**src/rtl/dmt_timing_generator.sv**
```systemverilog
// dmt_timing_generator
// ---------------------------------------------------------------------------
// Free-running VESA DMT video timing generator, clocked by the pixel clock.
// Default parameters give 1024x768@60 Hz at 65 MHz (H_TOTAL=1344,
// V_TOTAL=806).
//
// Two 12-bit counters walk the raster: h_cnt runs 0..H_TOTAL-1 every cycle,
// v_cnt advances when h_cnt wraps and itself wraps at the frame boundary.
// Region order on both axes is active, front porch, sync, back porch, with
// the active region starting at count 0.
//
// All outputs are registered decodes of the counters, so each output shows
// the decode of the counter value from the previous cycle. After reset is
// released, the first clock edge registers the decode of pixel (0,0), so
// de rises in that cycle and every frame starts at the origin.
//
// Optional feature macro: TIMING_XY_EN
//   When defined, x_pos/y_pos report the active pixel column and line,
//   cycle-aligned with de, and are held at 0 while de is low.
//
// Ports:
//   pixe_clk  in   pixel clock, rising edge
//   rest      in   synchronous reset, active-high
//   vsycn     out  vertical sync, active level set by V_POL
//   hsync     out  horizontal sync, active level set by H_POL
//   de        out  data enable, high during active pixels
//   x_pos     out  [11:0] active column (TIMING_XY_EN only)
//   y_pos     out  [11:0] active line   (TIMING_XY_EN only)
// ---------------------------------------------------------------------------
module dmt_timing_generator #(
  parameter int unsigned H_ACTIVE = 1024,
  parameter int unsigned H_FP     = 24,
  parameter int unsigned H_SYNC   = 136,
  parameter int unsigned H_BP     = 160,
  parameter int unsigned V_ACTIVE = 768,
  parameter int unsigned V_FP     = 3,
  parameter int unsigned V_SYNC   = 6,
  parameter int unsigned V_BP     = 29,
  parameter bit          H_POL    = 1'b0,
  parameter bit          V_POL    = 1'b0
) (
  input  logic        pixe_clk,
  input  logic        rest,
  output logic        vsycn,
  output logic        hsync,
  output logic        de
`ifdef TIMING_XY_EN
  ,
  output logic [11:0] x_pos,
  output logic [11:0] y_pos
`endif
);

  localparam int unsigned H_TOTAL = H_ACTIVE + H_FP + H_SYNC + H_BP;
  localparam int unsigned V_TOTAL = V_ACTIVE + V_FP + V_SYNC + V_BP;

  // Region boundaries are kept 13 bits wide so a boundary equal to 4096
  // (e.g. zero back porch with a 4096 total) still compares correctly
  // against the 12-bit counters.
  localparam logic [12:0] H_ACT_END  = 13'(H_ACTIVE);
  localparam logic [12:0] H_SYNC_BEG = 13'(H_ACTIVE + H_FP);
  localparam logic [12:0] H_SYNC_END = 13'(H_ACTIVE + H_FP + H_SYNC);
  localparam logic [12:0] V_ACT_END  = 13'(V_ACTIVE);
  localparam logic [12:0] V_SYNC_BEG = 13'(V_ACTIVE + V_FP);
  localparam logic [12:0] V_SYNC_END = 13'(V_ACTIVE + V_FP + V_SYNC);
  localparam logic [11:0] H_LAST     = 12'(H_TOTAL - 1);
  localparam logic [11:0] V_LAST     = 12'(V_TOTAL - 1);

  // Both totals must fit the 12-bit counters.
  if (H_TOTAL > 4096 || V_TOTAL > 4096) begin : g_bad_totals
    $error("dmt_timing_generator: H_TOTAL and V_TOTAL must be <= 4096");
  end

  logic [11:0] h_cnt_q, h_cnt_d;
  logic [11:0] v_cnt_q, v_cnt_d;
  logic        de_q, de_d;
  logic        hsync_q, hsync_d;
  logic        vsync_q, vsync_d;
  logic        h_wrap;
  logic        v_wrap;
  logic [12:0] h_ext;
  logic [12:0] v_ext;
  logic        h_in_sync;
  logic        v_in_sync;

`ifdef TIMING_XY_EN
  logic [11:0] x_pos_q, x_pos_d;
  logic [11:0] y_pos_q, y_pos_d;
`endif

  // Counter next-state and output decode.
  always_comb begin
    h_wrap    = (h_cnt_q == H_LAST);
    v_wrap    = (v_cnt_q == V_LAST);
    h_ext     = {1'b0, h_cnt_q};
    v_ext     = {1'b0, v_cnt_q};

    h_cnt_d   = h_wrap ? 12'd0 : (h_cnt_q + 12'd1);
    v_cnt_d   = v_cnt_q;
    if (h_wrap) begin
      // The frame boundary is the cycle where both counters are at max.
      v_cnt_d = v_wrap ? 12'd0 : (v_cnt_q + 12'd1);
    end

    h_in_sync = (h_ext >= H_SYNC_BEG) && (h_ext < H_SYNC_END);
    // v_cnt only changes when h_cnt wraps, so vsync edges land on the
    // first pixel of a line.
    v_in_sync = (v_ext >= V_SYNC_BEG) && (v_ext < V_SYNC_END);

    de_d      = (h_ext < H_ACT_END) && (v_ext < V_ACT_END);
    hsync_d   = h_in_sync ? H_POL : ~H_POL;
    vsync_d   = v_in_sync ? V_POL : ~V_POL;

`ifdef TIMING_XY_EN
    x_pos_d   = de_d ? h_cnt_q : 12'd0;
    y_pos_d   = de_d ? v_cnt_q : 12'd0;
`endif
  end

  // State and output registers. Reset aborts the current frame at once.
  always_ff @(posedge pixe_clk) begin
    if (rest) begin
      h_cnt_q <= 12'd0;
      v_cnt_q <= 12'd0;
      de_q    <= 1'b0;
      hsync_q <= ~H_POL;
      vsync_q <= ~V_POL;
`ifdef TIMING_XY_EN
      x_pos_q <= 12'd0;
      y_pos_q <= 12'd0;
`endif
    end else begin
      h_cnt_q <= h_cnt_d;
      v_cnt_q <= v_cnt_d;
      de_q    <= de_d;
      hsync_q <= hsync_d;
      vsync_q <= vsync_d;
`ifdef TIMING_XY_EN
      x_pos_q <= x_pos_d;
      y_pos_q <= y_pos_d;
`endif
    end
  end

  assign de    = de_q;
  assign hsync = hsync_q;
  assign vsycn = vsync_q;
`ifdef TIMING_XY_EN
  assign x_pos = x_pos_q;
  assign y_pos = y_pos_q;
`endif

endmodule

```
**config.mk**
```make
export PLATFORM = sky130hd
export DESIGN_NAME = dmt_timing_generator
export DESIGN_NICKNAME = d
export VERILOG_FILES = /design/src/rtl/dmt_timing_generator.sv
export SDC_FILE = /design/constraint.sdc
export NUM_CORES = 1
export LEC_CHECK = 0
export CORE_MARGIN = 2
export CORE_UTILIZATION = 55
export DETAILED_ROUTE_END_ITERATION = 16
export PLACE_DENSITY = 0.78
export SYNTH_ARGS = -nofsm -noshare
export SYNTH_HDL_FRONTEND = slang
export SYNTH_SLANG_ARGS = --single-unit
```
**constraint.sdc**
```tcl
create_clock -name pixe_clk -period 2.5 [get_ports pixe_clk]
set_input_delay 0.25 -clock pixe_clk [delete_from_list [all_inputs] [get_ports pixe_clk]]
set_output_delay 0.25 -clock pixe_clk [all_outputs]
set_load 0.005 [all_outputs]
```
==> flow_metrics.env <==
export IMPL_start_util=0.585
export IMPL_placeableCoreArea_mm2=0.00223
export IMPL_type_of_destination_of_the_critical_path="flop"
export IMPL_p_leak_uw=0.000455
export IMPL_worst_setup_path_type="flop to flop"
export IMPL_worstHoldStart="h_cnt_q[0]$_SDFF_PP0_"
export IMPL_globalplace_congestion=0.878
export IMPL_post_synth_num_cell_types=34
export IMPL_report_final_setup_viol=0
export IMPL_reg2reg_from="h_cnt_q[6]$_SDFF_PP0_"
export IMPL_timing_critical_path_from_type="flop"
export IMPL_dp_hpwl_mm=1.83
export IMPL_mappedNetlistArea_mm2=0.00131
export IMPL_synth_cells_most_frequent="sky130_fd_sc_hd__dfxtp_1 (27), sky130_fd_sc_hd__nor2_1 (18), sky130_fd_sc_hd__nand2_1 (12)"
export IMPL_timing_critical_path_arrival_ps=2560
export IMPL_final_cell_area_mm2=0.00140
export IMPL_numCtsBuffers=3
export IMPL_max_cap_violations=0
export IMPL_ys_ff_latch=27
export IMPL_crit_path_max_fanout=9
export IMPL_die_outline_area_mm2=0.00278
export IMPL_design_final_nets=170
export IMPL_fill_cells=199
export IMPL_hold_viol=0
export IMPL_power_per_cell_area_mw_per_mm2=464
export IMPL_floorplan_die_width_um=52.7
export IMPL_clkLatencyLatePin_ps=330
export IMPL_critical_path_slowest_cell="sky130_fd_sc_hd__or4_1"
export IMPL_pre_cts_slack_ps=253
export IMPL_antenna_violations_before_repair=0
export IMPL_worst_ep_required_time_ps=2760
export IMPL_timing_setup_tns_ps=0
export IMPL_ir_worst_vdd_mv=0.453
export IMPL_synth_sequential_area_ratio=0.414
export IMPL_hold_class="flop to flop"
export IMPL_route_final_wire_length_mm=2.50
export IMPL_num_antenna_cells=0
export IMPL_route_detailed_drc=0
export IMPL_cpPeakStageDelay_ps=680
export IMPL_post_route_skew_ps=11.8
export IMPL_groute_usage_overall=0.210
export IMPL_drt_pre_antenna_iters=4
export IMPL_layout_drive_gt1_share=0.0494
export IMPL_floorplan_rows=17
export IMPL_fmax_ghz=0.435
export IMPL_top_level_ports=5
export IMPL_fraction_of_the_cycle_the_final_worst_path_needs=0.920
export IMPL_post_cts_setup_buffer_count=0
export IMPL_cts_max_level=1
export IMPL_clk_transition_reported_paths_ps=150
export IMPL_grt_overflow_total=0
export IMPL_finalHoldWorstSlack_ps=486
export IMPL_area_sequential_um2=541
export IMPL_synth_top_flop_cell="sky130_fd_sc_hd__dfxtp_1"
export IMPL_routedWlPerCell_um=13.2
export IMPL_unrepaired_setup_endpoints_after_global_routing="no"
export IMPL_cts_hold_repair_buffers=0
export IMPL_layout_setup_ws_ps=200
export IMPL_synth_top_area_share=0.414
export IMPL_async_flop_share=0
export IMPL_yosys_top_cells_area="sky130_fd_sc_hd__dfxtp_1 (41%), sky130_fd_sc_hd__xnor2_1 (6.0%), sky130_fd_sc_hd__nor2_1 (5.2%)"
export IMPL_cts_tree="built"
export IMPL_areaGrowthSynthToFinish_pct=7.09
export IMPL_number_of_drc_markers_in_iteration_0=24
export IMPL_postSynthCellCount=157
export IMPL_grt_start_max_net_pins=17
export IMPL_floorplan_die_height_um=52.7
export IMPL_placedInstanceArea_mm2=0.00137
export IMPL_first_pass_grt_wire_length_mm=4.37
export IMPL_postSynthAreaPerCell_um2=8.32
export IMPL_root_buffer="sky130_fd_sc_hd__clkbuf_4"
export IMPL_finalCriticalPeriod_ps=2300
export IMPL_clkSinkCount=27
export IMPL_multiInputGateArea_um2=701
export IMPL_port_buffers=4
export IMPL_slew_headroom=0.676
export IMPL_route_vias_total=1099
export IMPL_finalCoreUtilization=0.626
export IMPL_crit_path_start="h_cnt_q[6]$_SDFF_PP0_"
export IMPL_run_status="finished clean"
export IMPL_final_max_slew_viol_count=0
export IMPL_synthDominantAreaCellType="sky130_fd_sc_hd__dfxtp_1"
export IMPL_critical_path_cell_chain="or4b_4 > or4_1 > or3_1 > a21oi_1"
export IMPL_most_frequent_cell_after_synthesis="sky130_fd_sc_hd__dfxtp_1"
export IMPL_drtAntennaViolNets=0
export IMPL_postCtsResizedCells=0
export IMPL_max_clock_path_buffers=2
export IMPL_grt_pass1_vias=1033
export IMPL_synthesis_yosys_warnings=0
export IMPL_worst_pin_slew_ps=481
export IMPL_routed_via_density=5.78
export IMPL_syn_nets=164
export IMPL_synth_enable_flop_cells=0
[sequential cells by signal (all words and copies together) (netlist names)]
register and cells:
hsync 1, de 1, vsycn 1, v_cnt_q 12, h_cnt_q 12
[per-stage QoR]
step	std cells	total power, uW
CTS	190	658
floorplan	157	460
global placement	186	470
detailed placement	186	470
finish	190	649
global route	190	682
[layer usage]
metal / up-vias / track usage / share of wire
li1: 563 / - / -
met3: 2 / 0.0514 / 0.040
met1: 512 / 0.248 / 0.45
met4: 0 / 0.0385 / 0.0056
met5: - / 0 / 0
met2: 22 / 0.381 / 0.51
[area by class of cell]
class / count / share of cell area
clock buffers: 3 / 0.0161
well taps: 28 / 0.0250
repair buffers: 6 / 0.0394
inverters: 10 / 0.0268
multi-input cells: 115 / 0.501
clock inverters: 1 / 0.00537
flip-flops and latches: 27 / 0.386
[placed cells by master, fill, tap and decap left out, types with 7 or more instances in the layout]
cell,netlist,routed
sky130_fd_sc_hd__xnor2_1,9,9
sky130_fd_sc_hd__inv_1,10,10
sky130_fd_sc_hd__o21ai_0,8,8
sky130_fd_sc_hd__nand3_1,8,8
sky130_fd_sc_hd__dfxtp_1,27,27
sky130_fd_sc_hd__nor2_1,18,18
sky130_fd_sc_hd__a21oi_1,7,7
sky130_fd_sc_hd__nand2_1,12,12
[critical path: cells and delay by family (launching register included)]
kind,cells,cell delay (ps)
simple gates,3,1680
compound gates,1,140
flops,1,410
[power breakdown]
group / switching (uW) / internal (uW)
Sequential: 4.16 / 435
Combinational: 12.1 / 9.17
Clock: 127 / 61.2
[logic make-up after synthesis]
family | after synthesis | synth area share
AOI/OAI and AO/OA | 23 | 0.104
buffers and inverters | 15 | 0.0498
adders and majority gates | 5 | 0.0479
xor gates and xnor gates | 11 | 0.0738
and+or+nand+nor | 76 | 0.310
DFF | 27 | 0.414
[path summary, 6_finish.rpt]
| check | depth (start not counted) | slack, ps | endpoint |
|---|---|---|---|
| worst max-delay path | 4 | 200 | v_cnt_q[9]$_SDFFE_PP0N_ |
| worst min-delay path | 1 | 490 | h_cnt_q[0]$_SDFF_PP0_ |
| worst max register to register | 4 | 200 | v_cnt_q[9]$_SDFFE_PP0N_ |
| worst min register to register | 1 | 490 | h_cnt_q[0]$_SDFF_PP0_ |
Note: power is estimated with default switching activity, not from simulation.
